==> src/rtl/add_if.sv <==
// Operand/result bundle for the registered adder/subtractor.
// Handshake: none. The slave samples data0/data1/op on every rising clock edge
// and presents the matching result one cycle later; there is no valid/ready pair.
interface add_if #(
  parameter int XLEN = 32
);
  logic [XLEN-1:0] data0;
  logic [XLEN-1:0] data1;
  logic            op;
  logic [XLEN-1:0] result;

  modport master (
    output data0,
    output data1,
    output op,
    input  result
  );

  modport slave (
    input  data0,
    input  data1,
    input  op,
    output result
  );
endinterface

==> src/rtl/add.sv <==
// Registered XLEN-bit adder/subtractor with a Kogge-Stone carry tree.
// Subtract is data0 + ~data1 + 1, with op as both the invert mask and the carry-in.
module add #(
  parameter int XLEN = 32
) (
  input  logic  clock,
  input  logic  reset,
  add_if.slave  bus
);

  localparam int LVLS = $clog2(XLEN);

  logic [XLEN-1:0] w_b;
  logic [XLEN-1:0] w_pb;
  logic [XLEN-1:0] w_g0;
  logic [XLEN-1:0] w_p0;
  logic [XLEN-1:0] w_c;
  logic [XLEN-1:0] w_sum;
  logic [XLEN-1:0] r_result;

  assign w_b  = bus.data1 ^ {XLEN{bus.op}};
  assign w_pb = bus.data0 ^ w_b;

  // Tree index 0 holds the carry-in; index i holds bit i-1, so the final
  // group-generate at index i is exactly the carry into sum bit i.
  assign w_g0 = {bus.data0[XLEN-2:0] & w_b[XLEN-2:0], bus.op};
  assign w_p0 = {w_pb[XLEN-2:0], 1'b0};

  for (genvar lvl = 1; lvl <= LVLS; lvl++) begin : gen_lvl
    localparam int D = 1 << (lvl - 1);
    localparam logic [XLEN-1:0] LOW_MASK = {XLEN{1'b1}} >> (XLEN - D);

    logic [XLEN-1:0] w_g_in;
    logic [XLEN-1:0] w_p_in;
    logic [XLEN-1:0] w_g;

    if (lvl == 1) begin : gen_first
      assign w_g_in = w_g0;
      assign w_p_in = w_p0;
    end else begin : gen_next
      assign w_g_in = gen_lvl[lvl-1].w_g;
      assign w_p_in = gen_lvl[lvl-1].gen_p.w_p;
    end

    assign w_g = w_g_in | (w_p_in & (w_g_in << D));

    // Group-propagate is only needed by a following level.
    if (lvl < LVLS) begin : gen_p
      logic [XLEN-1:0] w_p;
      assign w_p = w_p_in & ((w_p_in << D) | LOW_MASK);
    end
  end

  assign w_c   = gen_lvl[LVLS].w_g;
  assign w_sum = w_pb ^ w_c;

  always_ff @(posedge clock) begin
    if (reset) begin
      r_result <= '0;
    end else begin
      r_result <= w_sum;
    end
  end

  assign bus.result = r_result;

endmodule

==> src/flat_wrapper.sv <==
// flat-port wrapper written by rule: the top's interface ports become plain ports
module add_flat 
#(
  parameter int XLEN = 32
)
  (clock, reset, bus_data0, bus_data1, bus_op, bus_result);
  add_if #(.XLEN(XLEN)) bus_i ();
  input  logic clock;
  input  logic reset;
  input wire logic [$bits(bus_i.data0)-1:0] bus_data0;
  input wire logic [$bits(bus_i.data1)-1:0] bus_data1;
  input wire logic [$bits(bus_i.op)-1:0] bus_op;
  output wire logic [$bits(bus_i.result)-1:0] bus_result;
  assign bus_i.data0 = bus_data0;
  assign bus_i.data1 = bus_data1;
  assign bus_i.op = bus_op;
  assign bus_result = bus_i.result;
  add #(.XLEN(XLEN)) u_core (.clock(clock), .reset(reset), .bus(bus_i));
endmodule
==> config.mk <==
export PLATFORM = sky130hd
export DESIGN_NAME = add_flat
export DESIGN_NICKNAME = d
export VERILOG_FILES = /design/src/rtl/add_if.sv /design/src/rtl/add.sv /design/src/flat_wrapper.sv
export SDC_FILE = /design/constraint.sdc
export NUM_CORES = 1
export LEC_CHECK = 0
export CORE_MARGIN = 3
export CORE_UTILIZATION = 50
export DETAILED_ROUTE_END_ITERATION = 10
export GPL_TIMING_DRIVEN = 1
export PLACE_DENSITY = 0.84
export SETUP_SLACK_MARGIN = 0.2
export SYNTH_ARGS = -nofsm -noshare
export SYNTH_HDL_FRONTEND = slang
export SYNTH_SLANG_ARGS = --single-unit
==> constraint.sdc <==
create_clock -name clock -period 5.1 [get_ports clock]
set_input_delay 0.765 -clock clock [delete_from_list [all_inputs] [get_ports clock]]
set_output_delay 0.765 -clock clock [all_outputs]
set_load 0.02 [all_outputs]
==> impl_metrics.env <==
export IMPL_setup_viol=0
export IMPL_worstSetupPathType="in2reg"
export IMPL_start_kind="input port"
export IMPL_nFillCells=519
export IMPL_cts_buffer_depth=2
export IMPL_drc=0
export IMPL_die_area_um2=7180
export IMPL_path_cells="buf_2, xor2_1, ha_1, a21oi_1, o22ai_1, nor2_1, o311ai_2, and2_1, a2111oi_2, mux2_2"
export IMPL_hpwl_um=6660
export IMPL_place_ws_ns=1.20
export IMPL_synth_main_ff_cell="dfxtp_1"
export IMPL_grt_overflow=0
export IMPL_synth_area_um2=3100
export IMPL_yosys_cell_count_top_type="nor2_1"
export IMPL_slowest_stage="buf_2"
export IMPL_leakage_nw=1.80
export IMPL_worst_pin_slew_ns=0.846
export IMPL_multi_input_area_um2=2350
export IMPL_portBuffers=98
export IMPL_drive_gt1_frac=0.0637
export IMPL_status="completed"
export IMPL_ys_warnings_count=0
export IMPL_cts_setup_buffers=0
export IMPL_ant_nets=0
export IMPL_synth_common_cells="nor2_1, xor2_1, a21oi_1, ha_1, dfxtp_1"
export IMPL_start_util=0.520
export IMPL_ys_top_cells_by_area="dfxtp_1, ha_1, xor2_1, a21oi_1, nor2_1"
export IMPL_cts_inserted_buffers=5
export IMPL_fp_dieW_um=84.7
export IMPL_power_mw=1.18
export IMPL_antenna_found_initial=0
export IMPL_dieHeight_um=84.7
export IMPL_final_hold_violation_count=0
export IMPL_cts_tree="done"
export IMPL_period_minus_slack_ns=3.61
export IMPL_first_global_vias=3048
export IMPL_ys_seq_area_frac=0.207
export IMPL_ys_types=53
export IMPL_ctsRootBufferMaster="clkbuf_8"
export IMPL_cts_hold_buffers=0
export IMPL_gp_congestion=0.905
export IMPL_fmax_mhz=277
export IMPL_diodes=0
export IMPL_core_um2=5960
export IMPL_slew_headroom=0.436
export IMPL_max_stage_delay_ns=0.64
export IMPL_vias_per_cell=5.63
export IMPL_cp_data_arrival_time_ns=3.79
export IMPL_drt_first_pass_iters=4
export IMPL_clock_sinks=32
export IMPL_synth_edff_count=0
export IMPL_setup_tns_final_ns=0
export IMPL_post_route_period_util=0.708
export IMPL_irDropWorstVdd_mv=0.146
export IMPL_synthArstFlopShare=0
export IMPL_critPathRequiredTime_ns=5.28
export IMPL_rows=28
export IMPL_io_pins=99
export IMPL_crit_fanout=29
export IMPL_synth_seq_cells=32
export IMPL_wl_per_cell_um=15.2
export IMPL_rsz0062_at_grt="no"
export IMPL_cts_resized=0
export IMPL_setup_ws_ns=1.49
export IMPL_wl_um=8320
export IMPL_cts_clk_slew_worst_paths_ns=0.07
export IMPL_grt_usage=0.235
export IMPL_register_area_um2=641
export IMPL_largest_reg_flops=32
export IMPL_drv_cap=0
export IMPL_synth_fp_nets=480
export IMPL_vias=3073
export IMPL_drtIter0Drc=89
export IMPL_p_per_area_nw_per_um2=281
export IMPL_syn_avg_cell_area_um2=8.18
export IMPL_end_kind="flip-flop"
export IMPL_yosysTopAreaCell="dfxtp_1"
export IMPL_grt_pass1_wl_um=14000
export IMPL_synth_top_area_frac=0.207
export IMPL_synthCells=379
export IMPL_nets=571
export IMPL_drv_slew=0
export IMPL_hold_class="in2reg"
export IMPL_grt_max_degree=40
export IMPL_area_growth_pct=35.7
export IMPL_h_tree_depth=2
export IMPL_utilization=0.706
## power by group
group	total [mW]	switching, mW	internal [mW]
sequential	0.310	0.0126	0.298
clock	0.211	0.104	0.108
combinational	0.661	0.351	0.310
total	1.18	0.467	0.716
## cell type report
type	count	share of cell area
sequential	32	0.152
timing repair buffer	100	0.236
clock inverter	2	0.00238
inverter	9	0.00803
clock buffer	6	0.0196
tap	75	0.0223
multi-input combinational	322	0.560
## cell usage in the layout, fill, tap and decap left out, drive strengths merged, types with 11 or more instances in the layout
| cell type | synthesis | final |
|---|---|---|
| a21o | 19 | 19 |
| o21ai | 17 | 17 |
| nor2 | 44 | 44 |
| ha | 34 | 34 |
| xnor2 | 11 | 11 |
| nand2 | 17 | 17 |
| dfxtp | 32 | 32 |
| clkdlybuf4s50 | 0 | 97 |
| nor3 | 12 | 12 |
| xor2 | 41 | 41 |
| a21oi | 34 | 34 |
## cells by family (layout without fill, tap and decap cells)
family                     after synthesis  count (layout)  synth area share
buffers and inverters                   25             117            0.0335
DFF                                     32              32             0.207
AOI/OAI and AO/OA                      117             117             0.273
and+or+nand+nor                        111             111             0.171
xor gates and xnor gates                52              52             0.147
adders and majority gates               34              34             0.137
muxes                                    8               8            0.0315
## per-layer routing
metal / up-vias / track usage / wire length, um / share of wire
met5: - / 0 / 0 / 0
met4: 0 / 0.0576 / 121 / 0.015
met3: 12 / 0.0412 / 511 / 0.061
met2: 94 / 0.404 / 4030 / 0.48
met1: 1415 / 0.305 / 3660 / 0.44
li1: 1552 / - / - / -
## critical path, delay by kind of cell
| kind | cells | cell delay, ns |
|---|---|---|
| AOI/OAI and AO/OA | 4 | 0.94 |
| buffers and inverters | 1 | 0.64 |
| and+or+nand+nor | 2 | 0.55 |
| adders and majority gates | 1 | 0.38 |
| muxes | 1 | 0.37 |
| xor gates and xnor gates | 1 | 0.15 |
## per-stage QoR
stage / std cells / hold slack [ns] / area [um2]
4_1_cts: 546 / 1.19 / 4210
2_1_floorplan: 379 / 1.01 / 3100
6_report: 546 / 1.20 / 4210
3_5_place_dp: 538 / 1.50 / 4110
3_3_place_gp: 538 / 1.50 / 4110
5_1_grt: 546 / 1.23 / 4210
## final timing paths
kind	slack (ns)	end	cells past startpoint	startpoint
worst max-delay path	1.49	u_core.bus.result[28]	10	bus_op
worst min-delay path	1.20	u_core.bus.result[0]	3	bus_op
No activity file was read; power rests on OpenSTA's default activity.
